<file path="src/rtl/wb_retire_buffer.sv">
// wb_retire_buffer
//   Write-back retire buffer. It takes MA-stage results and selects either the load data or
//   the ALU result, based on the ctrl opcode. Pending register-file writes are held in a
//   DEPTH-entry FIFO. The buffer retires one write per cycle in which the shared RF write port
//   is granted. Stored entries can be looked up by register index, and the youngest match is
//   forwarded.
// Ports
//   clk, rst                     clock (rising edge), synchronous active-high reset
//   ma_valid/ma_ready            MA request handshake; ma_ready = !full
//   ma_dest_idx, ma_wr_en        destination register and write enable of the request
//   ma_res, ma_data, ma_ctrl     ALU result, load data, opcode (selects which data is written)
//   rf_grant                     RF write port available this cycle
//   rf_req, rf_we                head pending / write strobe (rf_req & rf_grant)
//   rf_idx, rf_data              head entry, zero when empty
//   fwd_idx, fwd_hit, fwd_data   forwarding lookup over stored entries
//   count, full, empty           occupancy
module wb_retire_buffer #(
  parameter int unsigned    DATA_W   = 16,
  parameter int unsigned    IDX_W    = 5,
  parameter int unsigned    CTRL_W   = 5,
  parameter int unsigned    DEPTH    = 4,
  parameter logic [CTRL_W-1:0] LOAD_OP  = 5'b01100,
  parameter logic [CTRL_W-1:0] LOADI_OP = 5'b01101
) (
  input  logic                       clk,
  input  logic                       rst,
  input  logic                       ma_valid,
  output logic                       ma_ready,
  input  logic [IDX_W-1:0]           ma_dest_idx,
  input  logic                       ma_wr_en,
  input  logic [DATA_W-1:0]          ma_res,
  input  logic [DATA_W-1:0]          ma_data,
  input  logic [CTRL_W-1:0]          ma_ctrl,
  input  logic                       rf_grant,
  output logic                       rf_req,
  output logic                       rf_we,
  output logic [IDX_W-1:0]           rf_idx,
  output logic [DATA_W-1:0]          rf_data,
  input  logic [IDX_W-1:0]           fwd_idx,
  output logic                       fwd_hit,
  output logic [DATA_W-1:0]          fwd_data,
  output logic [$clog2(DEPTH+1)-1:0] count,
  output logic                       full,
  output logic                       empty
);

  localparam int unsigned PtrW = (DEPTH > 1) ? $clog2(DEPTH) : 1;
  localparam int unsigned CntW = $clog2(DEPTH + 1);

  logic [IDX_W-1:0]  idx_mem  [DEPTH];
  logic [DATA_W-1:0] data_mem [DEPTH];

  logic [PtrW-1:0] wr_ptr_q, rd_ptr_q;
  logic [CntW-1:0] count_q;

  logic              push, pop;
  logic [DATA_W-1:0] wdata;
  logic [PtrW-1:0]   scan_ptr;

  assign full     = (count_q == CntW'(DEPTH));
  assign empty    = (count_q == '0);
  assign count    = count_q;
  assign ma_ready = !full;
  assign rf_req   = !empty;
  assign rf_we    = rf_req & rf_grant;

  // Requests that do not write the RF, or that target r0, are accepted and dropped.
  assign push  = ma_valid & ma_ready & ma_wr_en & (ma_dest_idx != '0);
  assign pop   = rf_we;
  assign wdata = ((ma_ctrl == LOAD_OP) || (ma_ctrl == LOADI_OP)) ? ma_data : ma_res;

  always_ff @(posedge clk) begin
    if (rst) begin
      wr_ptr_q <= '0;
      rd_ptr_q <= '0;
      count_q  <= '0;
    end else begin
      if (push) wr_ptr_q <= wr_ptr_q + PtrW'(1);
      if (pop)  rd_ptr_q <= rd_ptr_q + PtrW'(1);
      if (push && !pop) begin
        count_q <= count_q + CntW'(1);
      end else if (pop && !push) begin
        count_q <= count_q - CntW'(1);
      end
    end
  end

  // Storage needs no reset: entries are only observed while counted as valid.
  always_ff @(posedge clk) begin
    if (push) begin
      idx_mem[wr_ptr_q]  <= ma_dest_idx;
      data_mem[wr_ptr_q] <= wdata;
    end
  end

  always_comb begin
    rf_idx  = '0;
    rf_data = '0;
    if (!empty) begin
      rf_idx  = idx_mem[rd_ptr_q];
      rf_data = data_mem[rd_ptr_q];
    end
  end

  // Walk from oldest to youngest so a later match overrides an earlier one.
  always_comb begin
    fwd_hit  = 1'b0;
    fwd_data = '0;
    scan_ptr = '0;
    for (int unsigned i = 0; i < DEPTH; i++) begin
      scan_ptr = rd_ptr_q + PtrW'(i);
      if ((CntW'(i) < count_q) && (fwd_idx != '0) && (idx_mem[scan_ptr] == fwd_idx)) begin
        fwd_hit  = 1'b1;
        fwd_data = data_mem[scan_ptr];
      end
    end
  end

endmodule
</file>
<file path="config.mk">
export PLATFORM = sky130hd
export DESIGN_NAME = wb_retire_buffer
export DESIGN_NICKNAME = d
export VERILOG_FILES = /design/src/rtl/wb_retire_buffer.sv
export SDC_FILE = /design/constraint.sdc
export NUM_CORES = 1
export LEC_CHECK = 0
export CORE_MARGIN = 2
export CORE_UTILIZATION = 40
export CTS_CLUSTER_SIZE = 20
export DETAILED_ROUTE_END_ITERATION = 10
export DONT_BUFFER_PORTS = 1
export GPL_TIMING_DRIVEN = 0
export RECOVER_POWER = 25
export SLEW_MARGIN = 25
export SYNTH_ARGS = -nofsm -noshare
export SYNTH_HDL_FRONTEND = slang
export SYNTH_SLANG_ARGS = --single-unit
</file>
<file path="constraint.sdc">
create_clock -name clk -period 8.04 [get_ports clk]
set_input_delay 0.804 -clock clk [delete_from_list [all_inputs] [get_ports clk]]
set_output_delay 0.804 -clock clk [all_outputs]
set_load 0.005 [all_outputs]
</file>
After elaboration in Yosys (flattened, before gate mapping)
Memory sizes are Yosys's and may differ from the RTL's. A register that Yosys moved wholly into a read port is not among the register bits.
Cells that the tools add are included.
W data, S select, Z words.
{"block": "classes", "n_addsub": 6, "magnitude_cmp": 4, "n_eq_ne": 7, "mux": 19, "bitwise_logic": 4, "n_reduce_logical": 19}
{"op": "$mux W16", "n": 6}
{"op": "$eq A5 B5 Y1", "n": 4}
{"op": "$eq A5 B4 Y1 const B", "n": 2}
{"op": "$logic_and A1 B1 Y1", "n": 10}
{"op": "$reduce_bool A5 Y1", "n": 2}
{"op": "$mux W2", "n": 4}
{"op": "$lt A1 B3 Y1 const A", "n": 2}
{"op": "$lt A2 B3 Y1 const A", "n": 2}
{"op": "$mux W1", "n": 6}
{"op": "$mux W3", "n": 2}
{"op": "$mux W5", "n": 1}
{"op": "$add A2 B1 Y2 const B", "n": 2}
{"op": "$add A2 B2 Y2 const B", "n": 2}
{"op": "$and A1 B1 Y1", "n": 4}
{"op": "$logic_not A1 Y1", "n": 4}
{"op": "$add A3 B1 Y3 const B", "n": 1}
{"op": "$eq A3 B3 Y1 const B", "n": 1}
{"op": "$logic_not A3 Y1", "n": 1}
{"op": "$sub A3 B1 Y3 const B", "n": 1}
{"op": "$reduce_bool A2 Y1", "n": 1}
{"op": "$logic_or A1 B1 Y1", "n": 1}
{"block": "word_totals", "regBits": 7, "ramBits": 84, "output_inout_bits": 46, "wordCells": 64, "memories": 2}
{"memory": "data_mem", "words": 4, "word_bits": 16, "rd": 4, "rd_ports_with_merged_regs": 1, "write_ports": 1, "line_no": "51", "text": "logic [DATA_W-1:0] data_mem [DEPTH];"}
{"memory": "idx_mem", "words": 4, "word_bits": 5, "rd": 4, "rd_ports_with_merged_regs": 1, "write_ports": 1, "line_no": "50", "text": "logic [IDX_W-1:0] idx_mem [DEPTH];"}

Longest topological paths before layout
{"block": "depth", "word_depth": 9, "depth_mapped": 10}

Least setup slack after synthesis
Ideal clock, no wire load.
{"block": "synth_path", "kind": "input -> output", "start": "in fwd_idx[1]", "end": "out fwd_data[10]", "arrival_time_ps": 2787, "required_time_ps": 7236, "slack_ps": 4449, "path_stages": 8, "path_buffers": 2, "cell_sequence": "clkbuf_1 nor4_1 and2_1 or3_1 or3_1 nand2_1 buf_1 o32a_1"}
{"block": "synth_via", "elab_chain_len": 7}
{"item": "from (decl)", "line_no": "39", "text": "input logic [IDX_W-1:0] fwd_idx,"}
{"item": "$reduce_bool A5 Y1", "line_no": "112", "text": "if ((CntW'(i) < count_q) && (fwd_idx != '0) && (idx_mem[scan_ptr] == fwd_idx)) begin"}
{"item": "$logic_and A1 B1 Y1 (2 in a row)", "line_no": "112"}
{"item": "$mux W16 (3 in a row)", "line_no": "112"}
{"item": "$mux W16 (*)", "line_no": "112"}
{"item": "to (decl)", "line_no": "41", "text": "output logic [DATA_W-1:0] fwd_data,"}
Mark *: on every way between the ends. The rest lies on a longest branch, timed or not.

Worst setup path in the final report
{"block": "layout_path", "start": "reg rd_ptr_q[0]", "end": "out fwd_data[6]"}
{"block": "layout_via", "elab_chain_len": 7}
{"item": "from (decl)", "line_no": "53", "text": "logic [PtrW-1:0] wr_ptr_q, rd_ptr_q;"}
{"item": "from (signal assigned)", "line_no": "79", "text": "if (pop) rd_ptr_q <= rd_ptr_q + PtrW'(1);"}
{"item": "$add A2 B1 Y2", "line_no": "111", "text": "scan_ptr = rd_ptr_q + PtrW'(i);"}
{"item": "$mem_v2 Z4 W5"}
{"item": "$eq A5 B5 Y1", "line_no": "112"}
{"item": "$logic_and A1 B1 Y1", "line_no": "112"}
{"item": "$mux W16 (2 in a row)", "line_no": "112"}
{"item": "$mux W16 (*)", "line_no": "112"}
Marks and branches as above.

==> summary by stage <==
Setup path
STA puts the critical path data arrival time at 4120 ps. STA puts the critical path data required time at 7240 ps. The start-to-end type of the worst setup path is flip-flop to primary output. The startpoint of the worst register-to-register path is rd_ptr_q[0]$_SDFFE_PP0P_. The critical path capture point type is a primary output.

STA classifies the critical path startpoint as a flip-flop. In this run the worst path has a maximum fanout of 10. The launch point of the critical path is rd_ptr_q[0]$_SDFFE_PP0P_. Traced cell by cell, the critical path runs through buf_6 -> clkbuf_1 -> clkinv_1 -> mux2i_1 -> xnor2_1 -> nor4b_2 -> buf_2 -> nor3b_1 -> o32a_1. In this design, the stage delay of the slowest critical-path cell is 690 ps.

The number of cells on the worst reg-to-reg path is 8. The cell with the largest stage delay on the worst path is sky130_fd_sc_hd__nor4b_2.

Global routing
The total global-route track usage is 0.242. For this run the aggregate overflow at the end of global routing stands at 0. The largest net degree at the start of global routing is 22. The global-route wire length before repair is 32300 µm. The initial antenna violation count is 0. The via count of the first global-routing pass is 5467.

Cells and area
The final-stage net count is 639. The repair_antennas step left the layout with diodes totalling 0. The number of fill cells in the layout is 1480. The multi-input logic area is 3560 µm². Compared with the post-synthesis result, the final layout area differs by 8.28%. In the final layout, the share of cells above drive strength 1 is 0.144. The non-filler instance count after layout is 799. Across the whole layout, storage elements account for approximately 2700 µm².

Clocking
TritonCTS built the clock tree. The number of gates resized after CTS was 0. The clock sink total is 93.

The cell at the root of the clock tree is sky130_fd_sc_hd__clkbuf_16. The clock latency of the later-clocked register in the worst-skew pair is 360 ps. The clock transition at the registers of the reported paths is 70 ps. The number of H-tree levels is 3.

The number of setup buffers added after CTS is 0. The number of clock buffers added by TritonCTS is 9. The worst-case clock buffer depth is 2.

The number of buffers inserted by hold repair at cts is 0.

Routing
Using the TritonRoute via totals, the vias-per-cell ratio works out to about 6.7. The routed layout has about 5300 vias. Wires add up to 20800 µm. The first-pass iteration count of the detailed router is 6. Dividing the detail-routed wire length by the instance count gives about 26 µm. In this run, the number of DRC markers left after iteration 0 of detailed routing was between 600 and 700.

The remaining antenna violation count is 0. In the routed design, unresolved DRC markers number 0.

Die
The height of the die is 132 µm. From left edge to right edge, the die measures 132 µm. The die covers 17400 µm².

In this run the standard cell core region covers 15900 µm². The floorplan has 46 rows. For this configuration, the core starts out at a cell density of 0.411. In this run the count of I/O pins placed on the die edge is 98.

Power
The maximum VDD drop is 0.000173 V. In this run the power density over the cells is 274 nW/µm². The total leakage power is 2.11 nW.

Synth
The main flop type after synthesis is sky130_fd_sc_hd__edfxtp_1. The count of yosys warnings during synthesis is 0. The count of different cell masters after synthesis is 47. After synthesis, the mean cell area works out to 11.5 µm².

Of the synthesized area, sequential elements account for 0.413. Of the post-synthesis cell area, the dominant cell type holds 0.385. The share of synthesized registers carrying an async set or reset is 0. In this run, synthesis produced a sequential element count of 93. The synthesized design spends more area on one cell type than any other, namely sky130_fd_sc_hd__edfxtp_1. The number of enable flip-flop cells after synthesis is 84. The synthesized net count is 628. Counting every instance in the synthesized netlist gives 567.

The netlist area before placement is 6550 µm². In the post-synthesis netlist, the biggest area contributors are sky130_fd_sc_hd__edfxtp_1 (39%), sky130_fd_sc_hd__mux4_2 (12%), sky130_fd_sc_hd__mux2i_1 (9.2%).

Hold path
The path category of the worst min-delay check is primary input to flip-flop. The number of instances on the worst hold path is 0. In this run the most critical hold path is launched from ma_dest_idx[1].

Timing
The final count of pins violating max slew is 0. The worst hold slack is 544 ps. The number of hold-slack violations in the final timing report is 0. Setup repair after global routing left no endpoint under its margin. The final clock period utilization by the worst path is 0.612. The total of endpoints with negative setup slack in the final report is 0. The post-layout minimum cycle time is 4920 ps.

The highest clock frequency the design can meet is between 200 and 250 MHz. For the final routed database, the setup TNS stands at 0 ps. At the pin with the least slew margin, the transition time is 1030 ps. The relative max-transition margin is 0.313. Across the routed clock network, the largest skew measured is 10.6 ps.

Job
The max capacitance violation total is 0.

Placement
The final weighted congestion in routability-driven placement is 0.895. The half-perimeter wire length of the detailed placement result is 14000 µm. During placement, the flow inserted port buffers numbering 0. The post-placement cell count is 783.

Outcome
The flow ran to the end, and the final reports show no timing, DRC or antenna violations.
through the flow:
step                      utilization  area (µm²)  total power [mW]  worst slack, ps
final                           0.445        7090              1.94             3120
after global routing            0.445        7090              2.04             2900
after CTS                       0.445        7090              1.94             3550
after detailed placement        0.428        6820              1.54             3710
after global placement          0.427        6820              1.53             3760
after floorplan                     -        6550              1.28             4450
final timing paths:
path | to | slack [ps]
worst max-delay path | fwd_data[6] | 3120
worst min-delay path | idx_mem[3][1]$_DFFE_PP_ | 540
worst max register to register | rd_ptr_q[1]$_SDFFE_PP0P_ | 4650
worst min register to register | wr_ptr_q[0]$_SDFFE_PP0P_ | 590
cells in the mapped netlist (7+ instances only):
master and instances:
sky130_fd_sc_hd__a211oi_1 30, sky130_fd_sc_hd__a21oi_1 7, sky130_fd_sc_hd__a311oi_1 28, sky130_fd_sc_hd__and2_1 22, sky130_fd_sc_hd__buf_1 10, sky130_fd_sc_hd__buf_2 11, sky130_fd_sc_hd__clkbuf_1 30, sky130_fd_sc_hd__dfxtp_1 9
sky130_fd_sc_hd__edfxtp_1 84, sky130_fd_sc_hd__ha_1 9, sky130_fd_sc_hd__inv_1 9, sky130_fd_sc_hd__mux2_2 20, sky130_fd_sc_hd__mux2i_1 60, sky130_fd_sc_hd__mux4_2 35, sky130_fd_sc_hd__nand2_1 44, sky130_fd_sc_hd__nand3_1 7
sky130_fd_sc_hd__nor2_1 18, sky130_fd_sc_hd__nor2b_1 16, sky130_fd_sc_hd__nor3_1 32, sky130_fd_sc_hd__nor3b_1 15, sky130_fd_sc_hd__o32a_1 14, sky130_fd_sc_hd__xnor2_1 14
cell type report:
type / count / area share
buffer: 55 / 0.0348
inverter: 10 / 0.00530
clock inverter: 5 / 0.00477
clock buffer: 11 / 0.0328
tap: 216 / 0.0381
sequential: 93 / 0.381
multi-input combinational: 409 / 0.503
power by group:
part           internal (mW)  total (mW)  switching (mW)  leakage [nW]
clock                  0.211       0.391           0.181         0.131
combinational          0.367       0.956           0.589          1.15
sequential             0.565       0.598          0.0327         0.836
total                   1.14        1.94           0.802          2.11
routing by layer:
| metal | vias up | global-route usage | part of all wire |
|---|---|---|---|
| li1 | 2244 | - | - |
| met1 | 2660 | 0.300 | 0.39 |
| met2 | 350 | 0.412 | 0.49 |
| met3 | 66 | 0.0557 | 0.085 |
| met4 | 0 | 0.0876 | 0.034 |
| met5 | - | 0 | 0 |
flip-flops by register name, indices dropped and copies added (netlist names), named ones only:
signal / count
wr_ptr_q: 2
data_mem: 64
rd_ptr_q: 2
count: 3
idx_mem: 20
worst max-delay path: cells and delay by family (launching register included):
family	cells	cell delay (ps)
and+or+nand+nor	2	780
AOI/OAI and AO/OA	1	420
DFF	1	420
buffers and inverters	4	1610
muxes	1	320
xor gates and xnor gates	1	190
kinds of logic (layout without fill, tap and decap cells):
family	count (synthesis)	count (layout)	synth area share
multiplexers	115	115	0.247
AND/OR/NAND/NOR	176	176	0.144
flip-flops	93	93	0.413
XOR/XNOR	18	18	0.0241
buffers and inverters	65	81	0.0434
adder cells (fa/ha/maj)	9	9	0.0172
AO/OA/AOI/OAI	91	91	0.111
layout by cell type, fill, tap and decap left out, types with 14 or more instances in the layout:
| master | n |
|---|---|
| sky130_fd_sc_hd__a211oi_1 | 30 |
| sky130_fd_sc_hd__a311oi_1 | 28 |
| sky130_fd_sc_hd__and2_1 | 18 |
| sky130_fd_sc_hd__clkbuf_1 | 34 |
| sky130_fd_sc_hd__edfxtp_1 | 84 |
| sky130_fd_sc_hd__mux2_2 | 14 |
| sky130_fd_sc_hd__mux2i_1 | 60 |
| sky130_fd_sc_hd__mux4_2 | 35 |
| sky130_fd_sc_hd__nand2_1 | 44 |
| sky130_fd_sc_hd__nor2_1 | 18 |
| sky130_fd_sc_hd__nor2b_1 | 16 |
| sky130_fd_sc_hd__nor3_1 | 32 |
| sky130_fd_sc_hd__nor3b_1 | 15 |
| sky130_fd_sc_hd__o32a_1 | 14 |
| sky130_fd_sc_hd__xnor2_1 | 14 |
Power figures use the tool's default switching activity.
